$ cat src/rtl/seq_bit_serializer.sv
// ---------------------------------------------------------------------------
// seq_bit_serializer
//
// Parallel-to-serial stage that feeds the serial sequence detectors one bit
// per clock. A DATA_W-bit word is taken on a valid/ready handshake and is then
// presented on sout one bit per cycle. When in_valid is held high, words follow
// each other with no gap. Between words, sout is driven to IDLE_BIT.
//
// Parameters
//   DATA_W     word width in bits (>= 2)
//   MSB_FIRST  1: bit DATA_W-1 is sent first, 0: bit 0 is sent first
//   IDLE_BIT   level driven on sout when no word is being sent
//
// Ports
//   clk          clock, all state updates on the rising edge
//   rst          synchronous, active-high reset
//   in_data      parallel word, sampled only on accept
//   in_valid     upstream has a word
//   in_ready     block can accept (accept = in_valid & in_ready at an edge)
//   sout         serial bit
//   sout_valid   sout carries a data bit this cycle
//   frame_first  sout is the first transmitted bit of the word
//   frame_last   sout is the last transmitted bit of the word
// ---------------------------------------------------------------------------
module seq_bit_serializer #(
    parameter int DATA_W    = 4,
    parameter bit MSB_FIRST = 1'b1,
    parameter bit IDLE_BIT  = 1'b0
) (
    input  logic              clk,
    input  logic              rst,
    input  logic [DATA_W-1:0] in_data,
    input  logic              in_valid,
    output logic              in_ready,
    output logic              sout,
    output logic              sout_valid,
    output logic              frame_first,
    output logic              frame_last
);

    localparam int              CNT_W    = $clog2(DATA_W);
    localparam logic [CNT_W-1:0] CNT_LAST = CNT_W'(DATA_W - 1);

    typedef enum logic {
        IDLE  = 1'b0,
        SHIFT = 1'b1
    } state_t;

    state_t              state;
    state_t              state_next;
    logic [DATA_W-1:0]   sreg;
    logic [DATA_W-1:0]   sreg_next;
    logic [DATA_W-1:0]   sreg_shifted;
    logic [CNT_W-1:0]    cnt;
    logic [CNT_W-1:0]    cnt_next;
    logic                out_bit;
    logic                accept;
    logic                on_last_bit;

    // The bit on sout always sits at the output end of the shift register.
    // Each shift moves the next bit to that end and fills the vacated end
    // with zero.
    always_comb begin
        if (MSB_FIRST) begin
            out_bit      = sreg[DATA_W-1];
            sreg_shifted = {sreg[DATA_W-2:0], 1'b0};
        end else begin
            out_bit      = sreg[0];
            sreg_shifted = {1'b0, sreg[DATA_W-1:1]};
        end
    end

    // A new word can be taken while idle, and also during the last bit of
    // the current word. Taking it during the last bit is what allows
    // back-to-back words with no gap. in_ready is held low during reset so
    // that no handshake completes in the same cycle that reset clears the
    // state.
    always_comb begin
        on_last_bit = (state == SHIFT) && (cnt == CNT_LAST);
        in_ready    = !rst && ((state == IDLE) || on_last_bit);
        accept      = in_valid && in_ready;
    end

    // Next-state logic. An accept always reloads the shift register and
    // restarts the bit index, whether it happens from IDLE or on the last
    // bit of a word.
    always_comb begin
        state_next = state;
        sreg_next  = sreg;
        cnt_next   = cnt;
        case (state)
            IDLE: begin
                if (accept) begin
                    sreg_next  = in_data;
                    cnt_next   = '0;
                    state_next = SHIFT;
                end
            end
            SHIFT: begin
                if (cnt != CNT_LAST) begin
                    sreg_next = sreg_shifted;
                    cnt_next  = cnt + CNT_W'(1);
                end else if (accept) begin
                    sreg_next = in_data;
                    cnt_next  = '0;
                end else begin
                    state_next = IDLE;
                end
            end
            default: begin
                state_next = IDLE;
            end
        endcase
    end

    // State register. Reset takes priority and drops any word that is
    // part-way through.
    always_ff @(posedge clk) begin
        if (rst) begin
            state <= IDLE;
            sreg  <= '0;
            cnt   <= '0;
        end else begin
            state <= state_next;
            sreg  <= sreg_next;
            cnt   <= cnt_next;
        end
    end

    // The serial outputs depend only on registered state, so no input can
    // reach them combinationally.
    always_comb begin
        sout_valid  = (state == SHIFT);
        sout        = sout_valid ? out_bit : IDLE_BIT;
        frame_first = (state == SHIFT) && (cnt == '0);
        frame_last  = on_last_bit;
    end

endmodule

$ cat config.mk
export PLATFORM = sky130hd
export DESIGN_NAME = seq_bit_serializer
export DESIGN_NICKNAME = d
export VERILOG_FILES = /design/src/rtl/seq_bit_serializer.sv
export SDC_FILE = /design/constraint.sdc
export NUM_CORES = 1
export LEC_CHECK = 0
export BUFFER_PORTS_ARGS = -buffer_cell sky130_fd_sc_hd__buf_2
export CORE_AREA = 2 2 39 41
export DETAILED_ROUTE_END_ITERATION = 8
export DIE_AREA = 0 0 41 43
export SYNTH_ARGS = -nofsm -noshare
export SYNTH_HDL_FRONTEND = slang
export SYNTH_SLANG_ARGS = --single-unit
$ cat constraint.sdc
create_clock -name clk -period 2.7 [get_ports clk]
set_input_delay 0 -clock clk [delete_from_list [all_inputs] [get_ports clk]]
set_output_delay 0 -clock clk [all_outputs]
set_load 0.02 [all_outputs]
==> results.md, run 1 <==
Outcome:
- The flow ran to the end, and the final reports show no timing, DRC or antenna violations.

Final layout:
- The layout overhead on the synthesized area is 24.9%.
- The layout has 153 filler cells.
- Once layout is done, the placed cells without fillers occupy 433 µm².
- In the layout the commonest cells are buf_2 (11), dfxtp_1 (7), nor2_1 (6).
- Leaving out fill and tap cells, the most frequent cell in the layout is buf_2.
- The proportion of layout cells with a drive suffix above 1 is 31.4%.
- The number of nets in the layout is 61.
- The repair_antennas step left the layout with diodes totalling 0.

Setup path:
- The data required time of the worst path is 2.70 ns.
- The signal on the critical path passes through ha_1, nor2b_4, nor2_1, buf_2.
- For the worst flop-to-flop path, the logic depth is 4.
- For the worst setup path, the data arrival time is 1.20 ns.
- In this run the worst path has a maximum fanout of 7.
- The path type of the worst setup path is register to output pin.
- The slowest stage of the critical path is the dfxtp_1 cell.
- The type of element launching the critical path is a register.
- In this design, the stage delay of the slowest critical-path cell is 0.31 ns.
- STA classifies the critical path endpoint as an output pin.

Place:
- Once placement finished, the instance area stood at 407 µm².
- Summed over all nets, the half-perimeter wirelength after detailed placement is 514 µm.
- The total of buffers placed on input and output ports is 11.
- Routability-driven placement finished with a final weighted congestion of 0.632.

Timing:
- Across the routed clock network, the largest skew measured is 0.000393 ns.
- The max-slew violation total from the final report was 0.
- At the pin with the least slew margin, the transition time is 0.198 ns.
- Subtracting the final worst setup slack from the clock period gives 1.20 ns.
- The setup total negative slack is 0 ns.
- Setup violations remaining at the end of the flow were counted as 0.
- The relative slew slack is 86.7%.
- The worst path uses 44.4% of the clock period.
- The top achievable clock speed is 0.834 GHz.
- The final hold violation count is 0.
- Setup repair after global routing left no endpoint under its margin.

Synth:
- The number of distinct library cells after synthesis is 16.
- In the synthesized netlist, mux cells make up 11.6% of the area.
- The average cell area after synthesis is 9.12 µm².
- The sequential element share of the synthesized area is 40.4%.
- After synthesis, the largest family of logic cells by area is simple AND/OR/NAND/NOR gates.
- Summing the areas of all compound-gate instances in the mapped netlist gives 9.39% of the synthesized area.
- The area share of and/or/nand/nor cells after synthesis is 24.9%.
- The number of synthesized register bits is 7.
- Summing the areas of all fa, ha and maj instances in the mapped netlist gives 7.22% of the synthesized area.
- The number of warnings printed during yosys synthesis is 0.
- The xor/xnor cell area share of the yosys netlist is 0%.
- The number of instances in the synthesized netlist is 38.
- When the netlist entered floorplanning its net count stood at 47.
- The cell area that synthesis handed to floorplanning was 347 µm².

CTS:
- The number of gates resized after CTS is 0.
- The hold-fix buffer count after cts is 0.
- CTS built an H-tree with a depth of 1.
- The clock buffer count from CTS is 3.
- The root buffer cell chosen for the clock tree is clkbuf_4.
- Clock-pin slew was measured on the worst setup and hold paths at 0.05 ns.
- TritonCTS built the clock tree.
- The clock insertion delay at the later pin of the skew report is 0.24 ns.
- The longest clock path from root to sink contains 2 buffers.
- The number of post-CTS setup repair buffers is 0.
- The clock drives 7 sinks.

Global route:
- The first global-routing pass estimated 945 µm of wire.
- The number of antenna violations at the first check in global routing is 0.
- Across every metal layer, demand over resource in global routing totals 8.44%.
- After global routing the overflow that remains totals 0.
- The maximum number of pins on one net before global-route repair is 9.
- The via count of the first global-routing pass was 234.

Power:
- The leakage power is 0.207 nW.
- IR analysis of the VDD net gives a maximum drop of 0.184 mV.
- In this run the power density over the cells is 568 nW/µm².

Routing:
- The pre-antenna-repair detailed-routing pass consisted of 5 iterations.
- Using the TritonRoute via totals, the vias-per-cell ratio works out to 4.25.
- Across all layers, the routed design uses 285 vias.
- Dividing the detail-routed wire length by the instance count gives 9.85 µm.
- The initial detailed-routing violation count is 2.
- For this run, design rule violations remaining after detail routing come to 0.
- In this run the remaining antenna-violating nets after routing total 0.
- The routed design has 660 µm of wire.

Die:
- The number of primary I/O pins is 12.
- In this run the standard cell core region covers 1380 µm².
- The die boundary height is 43 µm.
- Measured along the x axis, the die boundary spans 41 µm.
- The initial utilization of the core area, before any placement, comes to 25.0%.
- The die area is 1760 µm².
- The number of placement rows is 14.

Worst hold path:
- The tightest min-delay check is of the input port to register type.
- The worst hold path passes through 2 cells.

Flow run:
- The number of max-cap violations is 0.
[per-layer routing]
metal,track usage (%),part of all wire [%],vias up,wire [µm]
met5,0,0,-,0
met4,10.0,0,0,0
met3,1.57,5.9,0,39
met2,10.6,46,8,301
met1,10.3,48,123,319
li1,-,-,154,-
[synth_stat cells]
master	number	area, µm²
a211oi_1	3	22.5
inv_2	1	3.75
nor2b_4	1	13.8
ha_1	2	25.0
nor3_1	1	5.00
buf_6	1	11.3
clkbuf_1	1	3.75
nor2_1	6	22.5
inv_1	1	3.75
a21oi_1	2	10.0
nand2b_1	1	6.26
dfxtp_1	7	140
or3_1	2	12.5
mux2i_1	4	40.0
nand2_1	2	7.51
and2_1	3	18.8
[sequential cells by signal (all words and copies together), names as in the netlist]
name	count
sout_valid	1
sreg	4
cnt	2
[layout make-up]
type                    instances  area (µm²)  area share, %
multi-input cells              27         184           42.5
flip-flops and latches          7         140           32.4
repair buffers                 11        55.1           12.7
clock buffers                   4        26.3           6.07
well taps                      16        20.0           4.62
inverters                       2        7.51           1.73
[kinds of logic (layout without fill, tap and decap cells)]
family                     count (synthesis)  after routing
and+or+nand+nor                           16             16
DFF                                        7              7
AOI/OAI and AO/OA                          5              5
muxes                                      4              4
buffers and inverters                      4             17
adders and majority gates                  2              2
[worst paths after layout]
path                 startpoint            endpoint  slack, ns
max           cnt[0]$_SDFF_PP0_            in_ready       1.50
min                         rst   cnt[0]$_SDFF_PP0_       0.03
max reg2reg   cnt[0]$_SDFF_PP0_  sreg[1]$_SDFF_PP0_       1.53
min reg2reg  sreg[2]$_SDFF_PP0_  sreg[3]$_SDFF_PP0_       0.51
[worst max-delay path: cells and delay by family (launching register included)]
| kind | cells | cell delay, ns |
|---|---|---|
| flops | 1 | 0.31 |
| simple gates | 2 | 0.24 |
| fa+ha+maj | 1 | 0.24 |
| buf+inv | 1 | 0.15 |
[power breakdown]
part           leakage [nW]  internal (W)   total, W  switching [W]
sequential           0.0578      0.000111   0.000115     0.00000450
combinational         0.134     0.0000168  0.0000385      0.0000216
clock                0.0150     0.0000562  0.0000922      0.0000359
total                 0.207      0.000184   0.000246      0.0000621
[stage by stage]
stage | std cells | hold WS (ns) | util [%] | setup slack [ns] | power, W
after floorplan | 38 | 0.195 | - | 1.62 | 0.000145
after global placement | 63 | 0.273 | 29.4 | 1.58 | 0.000155
after detailed placement | 63 | 0.287 | 29.4 | 1.53 | 0.000157
after CTS | 67 | 0.0201 | 31.3 | 1.48 | 0.000254
after global routing | 67 | 0.0357 | 31.3 | 1.43 | 0.000259
final | 67 | 0.0285 | 31.3 | 1.50 | 0.000246
(Power assumes the default switching activity.)
==> inputs of run 2 (changes only) <==
--- a/config.mk
+++ b/config.mk
@@ -5,6 +5,7 @@
 export SDC_FILE = /design/constraint.sdc
 export NUM_CORES = 1
 export LEC_CHECK = 0
+export ABC_AREA = 1
 export BUFFER_PORTS_ARGS = -buffer_cell sky130_fd_sc_hd__buf_2
 export CORE_AREA = 2 2 39 41
 export DETAILED_ROUTE_END_ITERATION = 8
==> constraint.sdc (replaced) <==
create_clock -name clk -period 1 [get_ports clk]
set_input_delay 0 -clock clk [delete_from_list [all_inputs] [get_ports clk]]
set_output_delay 0 -clock clk [all_outputs]
set_load 0.02 [all_outputs]
==> run 2 against run 1 <==
  * The run now ends with negative setup slack left
  * Flip-flop and latch count unchanged
  * Non-clock buffer count increased by 9
  * Clock power increased to 2.8 times the previous value
  * Critical path depth increased by 2
  * Cell count increased by 30%
  * Critical endpoint is now frame_first
  * Largest power group unchanged
  * Highest routed layer is now met4
  * Worst hold slack improved by 0.019 ns
  * Via count increased by 40%
==> results.md, run 2 <==
Synth:
- The cell area after synthesis is 357 µm² (+2.9%).
- Ranked by instance count, the synthesized netlist is headed by nand2_1 (9), dfxtp_1 (7), inv_1 (7).
- The net count after synthesis is 56 (+19%).
- The number of instances in the synthesized netlist came to 47 (+24%).
- The number of distinct library cells after synthesis was 15 (-1).
- The dominant register cell in the synthesized netlist is dfxtp_1.
- Of all cell types, the one taking the most synthesized area is dfxtp_1.
- The average cell area after synthesis is 7.59 µm² (-17%).
- The sequential element share of the synthesized area is 39.3% (-1.1 points).
- The share of synthesized flip-flops with an asynchronous set or reset is 0% (unchanged).
- The number of synthesized register bits is 7 (unchanged).
- The most repeated cell in the gate-level netlist after synthesis is nand2_1.
- The number of enable flip-flop cells after synthesis is 0 (unchanged).
- The area share of the largest cell type after synthesis is 39.3% (-1.1 points).
- The number of warnings printed during yosys synthesis is 0 (unchanged).
- After synthesis, the cell types taking the most area are dfxtp_1 (39%), nand2_1 (9.5%), inv_1 (7.4%).

CTS:
- The TritonCTS sink count is 7 (unchanged).
- The root buffer cell chosen for the clock tree is clkbuf_4.
- The clock buffer count from CTS is 3 (unchanged).
- The clock insertion delay at the later pin of the skew report was 0.25 ns (about the same).
- The clock transition at the registers of the reported paths is 0.05 ns (about the same).
- The CTS H-tree depth is 1 (unchanged).
- The buffer levels on the longest clock path was 2 (unchanged).
- TritonCTS built the clock tree.

Outcome:
- The run finished, with violations left.
- The final reports fail on negative setup slack.

Timing:
- The setup clock skew after layout was 0.00553 ns (+0.00513 ns).
- Static timing analysis puts the maximum clock frequency at 0.919 GHz.
- Setup repair after global routing could not meet its margin everywhere.
- The max-slew violation total from the final report came to 0 (unchanged).
- The clock period minus final worst setup slack is 1.09 ns.
- The transition time of the tightest slew-check pin is 0.163 ns (-0.0358 ns).
- The number of setup violations in the final report is 7 (+7).
- The final hold violation count is 0 (unchanged).
- The final setup slack of the worst path came to -0.0879 ns (-1.59 ns).
- The relative slew slack is 89.1% (+2.4 points).
- In the finished design, the share of the clock period the worst path needs comes to 109%.

Final layout:
- The final cell count without fillers is 87 (+30%).
- The number of inserted diodes came to 0 (unchanged).
- The register with the most flip-flops is sreg.
- Leaving out fill and tap cells, the most frequent cells in the layout are buf_2 (7), buf_6 (7), nand2_1 (6).
- The count of filler cells inserted in the layout is 134 (-12%).
- The sequential cell area in the final layout is 149 µm² (+6.3%).
- The layout overhead on the synthesized area is 86.3%.
- The end-of-flow core utilization is 48.0% (+17 points).
- The proportion of layout cells with a drive suffix above 1 came to 66.2% (+35 points).
- The footprint of the multi-input gates is 267 µm² (+45%).
- The flip-flop count of the largest register, all copies and words added came to 4 (unchanged).
- The number of nets in the layout is 81 (+33%).

Setup path:
- Following the worst setup path forward leads to its endpoint at frame_first.
- The reg-to-reg startpoint is cnt[0]$_SDFF_PP0_.
- The length in cells of the worst reg-to-reg path is 6 (+2).
- The path type of the worst setup path is register to output pin.
- The data required time of the worst path was 1.00 ns (-1.70 ns).
- Tracing the worst setup path back leads to its startpoint at cnt[0]$_SDFF_PP0_.
- The reg-to-reg setup timing slack was -0.04 ns (-1.57 ns).
- The worst setup path is launched from a register.
- The arrival time at the worst endpoint is 1.09 ns (-0.11 ns).
- The end of the worst register-to-register path is cnt[1]$_SDFF_PP0_.
- The type of element capturing the critical path is an output pin.
- The maximum fanout count along the critical path is 2 (-5).

Global route:
- The overall fraction of global-route tracks in use is 12.3% (+3.9 points).
- The met1 track demand over resource in global routing is 17.3% (+6.9 points).
- The number of antenna violations at the first check in global routing is 0 (unchanged).
- The global routing's busiest layer is met1.
- The aggregate global routing overflow was 0 (unchanged).
- The routing usage on met3 is 3.14% (+1.6 points).
- The fraction of met2 tracks used by global routing is 15.9% (+5.3 points).
- The maximum number of pins on one net before global-route repair is 7 (-2).
- The via count of the first global-routing pass was 351 (+50%).
- The wire length of the first global-routing pass is 1460 µm (+54%).

Worst hold path:
- The path type of the worst min-delay path is input port to register.

Die:
- The number of primary I/O pins is 12 (unchanged).
- The die area is 1760 µm² (unchanged).
- The area of the core is 1380 µm² (unchanged).
- The die boundary height is 43 µm (unchanged).
- The die boundary width is 41 µm (unchanged).
- The effective utilization at floorplan is 25.8% (+0.72 points).
- The number of placement rows came to 14 (unchanged).

Routing:
- The number of design rule violations left after detail routing is 0 (unchanged).
- The average wire per standard cell is 10.4 µm (+5.9%).
- The initial detailed-routing violation count was 1 (-1).
- The number of nets with antenna violations after detailed routing is 0 (unchanged).
- The final wirelength is 908 µm (+38%).
- The number of vias per cell after detailed routing is 4.57 (+7.5%).
- The via count is 398 (+40%).
- The detailed-router iteration count before antenna repair is 4 (-1).

Flow run:
- The number of max-cap violations is 0 (unchanged).

Power:
- The worst vdd rail ir drop is 0.604 mV (+230%).
- The total power is 0.000807 W (+230%).
- The power density over the cells was 1220 nW/µm² (+110%).
- The leakage power came to 0.296 nW (+43%).

Place:
- The half-perimeter wire length after detailed placement is 586 µm (+14%).
- The placed cell count came to 78 (+24%).
- The total of buffers placed on input and output ports is 11 (unchanged).
- The routability-driven placement congestion ratio is 0.755 (+20%).
==> run 2: cell count changes after synthesis, moves of 3 or more <==
cell	previous run	this run
nand2_1	2	9
nor2_1	6	2
mux2i_1	4	0
and2_1	3	0
inv_1	1	7
nand3_1	0	3
a211oi_1	3	0
==> run 2: worst min-delay path by stage <==
stage	start	cells past startpoint	endpoint
finish	in_data[3]	3	sreg[3]$_SDFF_PP0_
global route	in_data[3]	3	sreg[3]$_SDFF_PP0_
CTS	in_data[3]	3	sreg[3]$_SDFF_PP0_
detailed placement	rst	2	sout_valid$_SDFF_PP0_
global placement	in_data[0]	3	sreg[0]$_SDFF_PP0_
floorplan	rst	1	in_ready
==> run 2: final cells by class <==
| class | count | share of cell area [%] |
|---|---|---|
| repair buffers | 20 | 24.7 |
| clock buffers | 4 | 3.95 |
| well taps | 16 | 3.01 |
| multi-input cells | 31 | 40.1 |
| flip-flops and latches | 7 | 22.4 |
| inverters | 9 | 5.84 |
==> run 2: through the flow <==
step	cell area [µm²]	hold slack [ns]	setup TNS, ns	setup slack [ns]
final	664	0.0472	-0.312	-0.0879
after global routing	664	0.0676	-0.753	-0.131
after CTS	617	0.0378	-0.381	-0.107
after detailed placement	473	0.242	-0.228	-0.0593
after global placement	473	0.241	-0.205	-0.0661
after floorplan	368	0.0334	0	0.000284
==> run 2: power by group <==
part	total (W)	switching, W	leakage (nW)	internal, W
registers	0.000319	0.0000170	0.0595	0.000302
clock network	0.000260	0.000107	0.0150	0.000152
logic	0.000229	0.000116	0.221	0.000113
total	0.000807	0.000240	0.296	0.000567
==> run 2: cells by family (layout without fill, tap and decap cells) <==
family,after synthesis,count (layout),synth area share [%]
simple gates,19,19,28.4
fa+ha+maj,2,2,7.02
flops,7,7,39.3
compound gates,10,10,15.8
buf+inv,9,33,9.48
==> run 2: what timing repair did <==
item	4_1_cts	5_1_grt
setup endpoints to repair	9	10
hold buffers	2	0
setup buffers	3	0
gates resized for setup	19	16
pin swaps	7	6
hold endpoints to repair	3	0
==> run 2: layer usage <==
layer	vias up	wire [µm]
li1	202	-
met1	181	401
met5	-	0
met3	2	50
met4	0	19
met2	13	437
==> run 2: critical path: stages, from the launching register on <==
cell     delay (ns)
dfxtp_4        0.36
buf_6          0.10
inv_4          0.03
ha_4           0.14
nand2_2        0.05
inv_2          0.03
buf_6          0.12
